$ cat src/rtl/watch_display_sequencer.sv
// Display front-end for the watch: pages HH/MM/SS in show mode and runs the
// blink/increment/commit time-set sequence. All outputs are registered.
module watch_display_sequencer #(
   parameter int PAGE_TICKS   = 50_000_000,
   parameter int BLINK_TICKS  = 12_500_000,
   parameter int EDIT_TIMEOUT = 500_000_000
) (
   input  logic       Clk_50MHz,
   input  logic       Reset,
   input  logic [4:0] Hours,
   input  logic [5:0] Minutes,
   input  logic [5:0] Seconds,
   input  logic       ModeBtn,
   input  logic       UpBtn,
   output logic [6:0] Digits,
   output logic       Blink,
   output logic [1:0] Field,
   output logic       Editing,
   output logic       SetLoad,
   output logic [4:0] SetH,
   output logic [5:0] SetM,
   output logic [5:0] SetS,
   output logic [2:0] o_dbg_state
);

   localparam int BLINK_PERIOD = 2 * BLINK_TICKS;
   localparam int PW = (PAGE_TICKS   > 1) ? $clog2(PAGE_TICKS)   : 1;
   localparam int BW = (BLINK_PERIOD > 1) ? $clog2(BLINK_PERIOD) : 1;
   localparam int IW = (EDIT_TIMEOUT > 1) ? $clog2(EDIT_TIMEOUT) : 1;

   localparam logic [PW-1:0] PAGE_LAST  = PW'(PAGE_TICKS - 1);
   localparam logic [BW-1:0] BLINK_LAST = BW'(BLINK_PERIOD - 1);
   localparam logic [BW-1:0] BLINK_HALF = BW'(BLINK_TICKS);
   localparam logic [IW-1:0] IDLE_LAST  = IW'(EDIT_TIMEOUT - 1);

   typedef enum logic [2:0] {
      SHOW_HH, SHOW_MM, SHOW_SS, EDIT_HH, EDIT_MM, EDIT_SS, COMMIT
   } state_t;

   state_t        r_state;
   logic [PW-1:0] r_page;
   logic [BW-1:0] r_blink;
   logic [IW-1:0] r_idle;
   logic [4:0]    r_edit_h;
   logic [5:0]    r_edit_m;
   logic [5:0]    r_edit_s;

   logic [6:0]    w_live;
   logic [6:0]    w_edit;
   logic [1:0]    w_field;
   logic          w_is_edit;
   logic          w_phase;

   // COMMIT falls through to the defaults: field 0 showing live hours.
   always_comb begin
      w_field = 2'd0;
      w_live  = {2'b00, Hours};
      w_edit  = {2'b00, r_edit_h};
      case (r_state)
         SHOW_MM, EDIT_MM: begin
            w_field = 2'd1;
            w_live  = {1'b0, Minutes};
            w_edit  = {1'b0, r_edit_m};
         end
         SHOW_SS, EDIT_SS: begin
            w_field = 2'd2;
            w_live  = {1'b0, Seconds};
            w_edit  = {1'b0, r_edit_s};
         end
         default: ;
      endcase
   end

   assign w_is_edit   = (r_state == EDIT_HH) || (r_state == EDIT_MM) || (r_state == EDIT_SS);
   assign w_phase     = (r_blink >= BLINK_HALF);
   assign o_dbg_state = r_state;

   always_ff @(posedge Clk_50MHz) begin
      if (Reset) begin
         r_state  <= SHOW_HH;
         r_page   <= '0;
         r_blink  <= '0;
         r_idle   <= '0;
         r_edit_h <= '0;
         r_edit_m <= '0;
         r_edit_s <= '0;
         Digits   <= '0;
         Blink    <= 1'b0;
         Field    <= 2'd0;
         Editing  <= 1'b0;
         SetLoad  <= 1'b0;
         SetH     <= '0;
         SetM     <= '0;
         SetS     <= '0;
      end else begin
         Digits  <= w_is_edit ? w_edit : w_live;
         Blink   <= w_is_edit & w_phase;
         Field   <= w_field;
         Editing <= w_is_edit;
         SetLoad <= 1'b0;
         case (r_state)
            SHOW_HH, SHOW_MM, SHOW_SS: begin
               if (ModeBtn) begin
                  r_state  <= EDIT_HH;
                  r_edit_h <= Hours;
                  r_edit_m <= Minutes;
                  r_edit_s <= Seconds;
                  r_blink  <= '0;
                  r_idle   <= '0;
                  r_page   <= '0;
               end else if (r_page == PAGE_LAST) begin
                  r_page <= '0;
                  case (r_state)
                     SHOW_HH: r_state <= SHOW_MM;
                     SHOW_MM: r_state <= SHOW_SS;
                     default: r_state <= SHOW_HH;
                  endcase
               end else begin
                  r_page <= r_page + PW'(1);
               end
            end
            EDIT_HH, EDIT_MM, EDIT_SS: begin
               // ModeBtn has priority, so a simultaneous UpBtn never increments.
               if (ModeBtn) begin
                  r_blink <= '0;
                  r_idle  <= '0;
                  case (r_state)
                     EDIT_HH: r_state <= EDIT_MM;
                     EDIT_MM: r_state <= EDIT_SS;
                     default: r_state <= COMMIT;
                  endcase
               end else if (UpBtn) begin
                  r_blink <= '0;
                  r_idle  <= '0;
                  case (r_state)
                     EDIT_HH: r_edit_h <= (r_edit_h == 5'd23) ? 5'd0 : r_edit_h + 5'd1;
                     EDIT_MM: r_edit_m <= (r_edit_m == 6'd59) ? 6'd0 : r_edit_m + 6'd1;
                     default: r_edit_s <= (r_edit_s == 6'd59) ? 6'd0 : r_edit_s + 6'd1;
                  endcase
               end else if (r_idle == IDLE_LAST) begin
                  r_state <= SHOW_HH;
                  r_page  <= '0;
                  r_idle  <= '0;
                  r_blink <= '0;
               end else begin
                  r_idle  <= r_idle + IW'(1);
                  r_blink <= (r_blink == BLINK_LAST) ? '0 : r_blink + BW'(1);
               end
            end
            COMMIT: begin
               SetLoad <= 1'b1;
               SetH    <= r_edit_h;
               SetM    <= r_edit_m;
               SetS    <= r_edit_s;
               r_state <= SHOW_HH;
               r_page  <= '0;
            end
            default: r_state <= SHOW_HH;
         endcase
      end
   end

endmodule

$ cat config.mk
export PLATFORM = sky130hd
export DESIGN_NAME = watch_display_sequencer
export DESIGN_NICKNAME = d
export VERILOG_FILES = /design/src/rtl/watch_display_sequencer.sv
export SDC_FILE = /design/constraint.sdc
export NUM_CORES = 1
export LEC_CHECK = 0
export ABC_AREA = 1
export CAP_MARGIN = 10
export CORE_UTILIZATION = 55
export DETAILED_ROUTE_END_ITERATION = 10
export MAX_ROUTING_LAYER = met4
export PLACE_DENSITY = 0.75
export SYNTH_ARGS = -nofsm -noshare
export SYNTH_HDL_FRONTEND = slang
export SYNTH_SLANG_ARGS = --single-unit
$ cat constraint.sdc
create_clock -name Clk_50MHz -period 4.1 [get_ports Clk_50MHz]
set_input_delay 0.82 -clock Clk_50MHz [delete_from_list [all_inputs] [get_ports Clk_50MHz]]
set_output_delay 0.82 -clock Clk_50MHz [all_outputs]
set_load 0.02 [all_outputs]
; After elaboration in Yosys (flattened, before gate mapping)
; Index checks and enable logic that the tools add are counted.
[word_totals]
ff_bits = 129
mem_bits_rw = 0
romBits = 0
latch_bits = 0
output_inout_bits = 32
in_bits = 21
word_cells = 110
memories = 0
[op_classes]
shift = 0
eq_ne = 23
muxes = 48
n_div = 0
bitwise_logic = 1
order_cmp = 1
n_addsub = 6
mul = 0
n_reduce_logical = 16
[ops]
columns = operator, n
row1 = $mux 26, 5
row2 = $mux 25, 5
row3 = $mux 29, 4
row4 = $pmux 26 s3, 1
row5 = $mux 6, 10
row6 = $pmux 29 s2, 1
row7 = $pmux 25 s2, 1
row8 = $pmux 6 s2, 4
row9 = $add 29x1->29 const B, 1
row10 = $eq 29x29->1 const B, 1
row11 = $add 26x1->26 const B, 1
row12 = $eq 26x26->1 const B, 1
row13 = $add 25x1->25 const B, 1
row14 = $eq 25x25->1 const B, 1
row15 = $ge 25x24->1 const B, 1
row16 = $mux 5, 5
row17 = $ne 2x2->1 const B, 8
row18 = $mux 3, 5
row19 = $reduce_and 5->1, 3
row20 = $add 6x1->6 const B, 2
row21 = $eq 6x6->1 const B, 2
row22 = $pmux 2 s2, 3
row23 = $pmux 5 s2, 1
row24 = $eq 3x3->1 const B, 3
row25 = other kinds (18), 25

; Longest topological paths before layout
[depth]
depth_word = 6
depth_mapped = 14

; Least setup slack after synthesis
; OpenSTA, ideal clock, no wires.
[synth_path]
path_type = input to register
startpoint = in ModeBtn
endpoint = reg r_blink[15]
slack_ps = 2119
setup_ps = 113
cell_stages = 9
t_arrival_ps = 1868
n_path_buf = 2
cell_sequence = buf_2 > inv_2 > nand2_4 > nand2_4 > clkinv_2 > buf_4 > a21oi_1 > nand3b_1 > nor2_1
[synth_via]
elab_chain_len = 2
[synth_lines]
columns = item, line_no
row1 = start: declaration, 13  ; input logic ModeBtn,
row2 = $mux 25 / $ne 2x2->1 (equally long branches), n/a
row3 = $pmux 25 s2 / $reduce_and 2->1 (equally long branches), n/a
row4 = end signal: assignment, 147  ; r_blink <= (r_blink == BLINK_LAST) ? '0 : r_blink + BW'(1);
row5 = end: declaration, 42  ; logic [BW-1:0] r_blink;
; Several ways; a longest one is shown, not always the timed one.
; A chain may end at the register's enable or synchronous reset.

; Worst setup path in the final report
[layout_path]
startpoint = in ModeBtn
endpoint = reg r_idle[5]
[layout_via]
elab_chain_len = 2
[layout_lines]
columns = item, line_no
row1 = $mux 29 / $ne 2x2->1 (equally long branches), n/a
row2 = $pmux 29 s2 / $reduce_and 2->1 (equally long branches), n/a
row3 = end signal: assignment, 146  ; r_idle <= r_idle + IW'(1);
row4 = end: declaration, 43  ; logic [IW-1:0] r_idle;
; Several ways; a longest one is shown, not always the timed one.

==> results_tabular.tex <==
\begin{tabular}{lr}
\hline
Metric & Value \\
\hline
\multicolumn{2}{l}{\textbf{Yosys}} \\
\quad Portion of synthesized cell area occupied by the leading cell type & 34.7\% \\
\quad Top FF cell, synth & sky130\_fd\_sc\_hd\_\_dfxtp\_1 \\
\quad Synthesized area per cell & roughly 6.4 sq um \\
\quad Main area contributors after synthesis & sky130\_fd\_sc\_hd\_\_dfxtp\_1, sky130\_fd\_sc\_hd\_\_nand2\_1, sky130\_fd\_sc\_hd\_\_nor2\_1, sky130\_fd\_sc\_hd\_\_inv\_1, sky130\_fd\_sc\_hd\_\_nand3\_1 \\
\quad Proportion of synthesized flip-flops having asynchronous set or reset & 0\% \\
\quad Synth warnings & 0 \\
\quad Number of instances in the synthesized netlist & between 1,000 and 1,500 \\
\quad Synth Register Bits & 128 \\
\quad EDFF count, synth & 0 \\
\quad Leading area contributor after synthesis & sky130\_fd\_sc\_hd\_\_dfxtp\_1 \\
\quad Most used standard cells in the synthesized netlist & sky130\_fd\_sc\_hd\_\_nand2\_1, sky130\_fd\_sc\_hd\_\_nor2\_1, sky130\_fd\_sc\_hd\_\_dfxtp\_1 \\
\quad Cell with the most instances after synthesis & sky130\_fd\_sc\_hd\_\_nand2\_1 \\
\quad Mapped Area & 7380 sq um \\
\quad Net count of the mapped netlist & 1,178 \\
\quad Share of the yosys chip area belonging to registers & 34.7\% \\
\quad Cell variety after synth & 46 \\
\multicolumn{2}{l}{\textbf{Route}} \\
\quad DRT Pass-1 Iters & 5 \\
\quad Vias per inst & 5.34 \\
\quad Residual antenna-violating net count after detailed routing & 0 \\
\quad Remaining DRCs & 0 \\
\quad Starting DRT DRC Count & between 700 and 800 \\
\quad Final routed wirelength across all metal layers & 18,000 um \\
\quad Routed length per instance & 13.2 um \\
\quad Routed vias & 7,332 \\
\multicolumn{2}{l}{\textbf{Clock network}} \\
\quad Setup repair bufs after CTS & 0 \\
\quad Post-cts hold buffer count & 0 \\
\quad Post-cts resize count & 0 \\
\quad Clk sink count & 128 \\
\quad Clock latency on the worst-skew pair & 420 ps \\
\quad Clock edge transition at the registers on the reported setup and hold paths & 60 ps \\
\quad Max clock buf depth & 2 \\
\quad Clock tree root driver cell & sky130\_fd\_sc\_hd\_\_clkbuf\_16 \\
\quad CTS tree & yes \\
\quad Number of buffers added by the clock tree synthesis step & 17 \\
\quad Depth of the CTS H-tree & 4 \\
\multicolumn{2}{l}{\textbf{Final layout}} \\
\quad Fin nets & 1,215 \\
\quad Proportion of layout cells with a drive suffix above 1 & 7.25\% \\
\quad Number of cells in the finished layout apart from fillers & 1,372 \\
\quad Layout Utilization & 67.5\% \\
\quad Antenna diodes & 0 \\
\quad Synthesis-to-layout area growth & 17.2\% \\
\multicolumn{2}{l}{\textbf{Die}} \\
\quad Die boundary height & 118 um \\
\quad Full die area & 13,900 sq um \\
\quad Area of the core & 12,800 sq um \\
\quad Starting density of the core & 57.5\% \\
\quad Top-Level Pins & 53 \\
\quad Horizontal extent of the die & between 100 and 150 um \\
\quad Site Rows & 41 \\
\multicolumn{2}{l}{\textbf{Place}} \\
\quad Cell Count Post-Placement & between 1,000 and 1,500 \\
\quad Final HPWL from detailed placement & 12,600 um \\
\quad Gpl congestion & 0.964 \\
\quad Count of input and output buffers & 51 \\
\multicolumn{2}{l}{\textbf{Power}} \\
\quad Peak supply drop & 529 uV \\
\quad Leak & between 3 and 4 nW \\
\quad Post-layout power & 4.42 mW \\
\quad Power Dens Cells & between 500 and 600 nW/um\^{}2 \\
\multicolumn{2}{l}{\textbf{Critical path}} \\
\quad Peak fanout along the critical path & 34 \\
\quad Arrival time worst endpoint & $\sim$3200 ps \\
\quad Crit path kind & primary input to flop \\
\quad Cell occurring most often along the worst timing path & sky130\_fd\_sc\_hd\_\_nand2\_4 \\
\quad Type of destination of the critical path & flop \\
\quad Required time of the critical path & 4430 ps \\
\quad Critical-path cell with the highest stage delay & sky130\_fd\_sc\_hd\_\_clkdlybuf4s50\_1 \\
\quad Crit start category & primary input \\
\quad Cell breakdown of the critical path & clkdlybuf4s50\_1, inv\_2, nand2\_4, nand2\_4, clkinv\_2, nand2\_2, nand2\_4, nor3\_1 \\
\quad Dominant delay contributor by cell family on the critical path & buffers and inverters \\
\quad Worst stage delay on the critical path & just over 600 ps \\
\quad Worst Path Buf+Inv & 3 \\
\multicolumn{2}{l}{\textbf{Timing}} \\
\quad Final clock period utilization by the worst path & $\sim$70\% \\
\quad Tightest Pin Transition & 910 ps \\
\quad Setup violation total in the final timing report & 0 \\
\quad Final number of hold-violating endpoints & 0 \\
\quad Unrepaired setup endpoints after global routing & no \\
\quad Setup TNS after final layout & 0 ps \\
\quad Setup Skew & 10.2 ps \\
\quad Period minus WS final & around 2900 ps \\
\quad Fmax achieved & 0.347 GHz \\
\quad Fin. max-slew vios & 0 \\
\quad Max transition margin & 39.3\% \\
\multicolumn{2}{l}{\textbf{GRT}} \\
\quad Number of antenna violations at the first check in global routing & 0 \\
\quad Total global routing overflow & 0 \\
\quad Number of global-route vias before repair & $\sim$6,600 \\
\quad Maximum number of pins on one net before global-route repair & 56 \\
\quad First-pass GRT wire length & 30,500 um \\
\quad Tot GR Track Use & 27.3\% \\
\multicolumn{2}{l}{\textbf{Min path}} \\
\quad Worst hold path class & flop to flop \\
\multicolumn{2}{l}{\textbf{Outcome}} \\
\quad Result of the run & finished, final reports clean \\
\multicolumn{2}{l}{\textbf{Flow run}} \\
\quad Maximum capacitance violations & 0 \\
\hline
\end{tabular}
[per-stage QoR]
step,hold WS (ps),setup slack [ps],area [sq um]
2_1_floorplan,442,2120,7380
3_3_place_gp,459,882,7940
3_5_place_dp,466,815,7940
4_1_cts,475,1210,8640
5_1_grt,491,1020,8650
6_report,473,1220,8650
[metal layers]
metal	track usage, %	vias to the layer above	part of all wire (%)
li1	-	3793	-
met1	33.9	3330	46
met2	44.6	182	48
met3	4.94	27	4.2
met4	9.38	0	1.5
met5	-	-	0
[sequential cells by signal (all words and copies together) (netlist names)]
name,count
Blink,1
r_edit_s,6
SetLoad,1
SetM,6
r_idle,29
SetH,5
r_edit_h,5
r_edit_m,6
r_blink,25
o_dbg_state,3
Field,2
Digits,6
r_page,26
SetS,6
Editing,1
[worst reg2reg max path: stages (launching register included)]
cell and delay [ps]:
sky130_fd_sc_hd__dfxtp_1 560, sky130_fd_sc_hd__nand2_4 130, sky130_fd_sc_hd__nand2_4 290, sky130_fd_sc_hd__inv_4 180, sky130_fd_sc_hd__nand2_2 110, sky130_fd_sc_hd__nand2_2 70
sky130_fd_sc_hd__nor2_4 330, sky130_fd_sc_hd__nand2_8 210, sky130_fd_sc_hd__inv_4 240, sky130_fd_sc_hd__nand2_1 90, sky130_fd_sc_hd__nand2_1 60, sky130_fd_sc_hd__inv_1 40
sky130_fd_sc_hd__nor2_1 80
[power by group]
part / internal, mW / switching, mW / leakage (nW)
Clock: 1.22 / 0.570 / 0.338
Sequential: 1.37 / 0.112 / 1.04
Combinational: 0.363 / 0.787 / 1.99
Total: 2.95 / 1.47 / 3.37
[placed cells by master, fill, tap and decap left out, drive strengths merged]
cell type / n
ha: 7
o21bai: 7
a21oi: 69
nand2: 286
xor2: 16
or2: 2
a21o: 1
clkinv: 5
clkdlybuf4s50: 51
dfxtp: 128
nor3: 42
a31oi: 4
clkbuf: 19
buf: 3
nor2: 192
nand4: 31
nand3: 77
clkinvlp: 1
xnor2: 8
bufinv: 7
a22oi: 5
a21boi: 1
nor4: 3
o211ai: 2
o21a: 2
inv: 140
nand3b: 7
conb: 1
and2: 2
o22ai: 9
o21ai: 72
[area by class of cell]
type | instances | area (sq um)
clock buffers | 19 | 443
clock inverters | 13 | 258
fillers | 1168 | 4170
inverters | 140 | 532
multi-input cells | 846 | 4100
flip-flops and latches | 128 | 2560
well taps | 172 | 215
repair buffers | 54 | 541
[logic make-up (layout without fill, tap and decap cells)]
group | after synthesis | count (layout) | synth area share, %
other cells | 1 | 1 | 0.0508
buf+inv | 176 | 226 | 9.73
xor+xnor | 24 | 24 | 2.85
fa+ha+maj | 7 | 7 | 1.19
flops | 128 | 128 | 34.7
compound gates | 172 | 172 | 13.0
simple gates | 642 | 642 | 38.4
[final timing paths]
check / start / to / slack [ps] / cells after the start
max: ModeBtn / r_idle[5] / 1220 / 8
min: r_page[4] / r_page[4] / 470 / 2
max reg2reg: o_dbg_state[2] / r_page[16] / 1650 / 12
min reg2reg: r_page[4] / r_page[4] / 470 / 2
(Power assumes the default switching activity.)
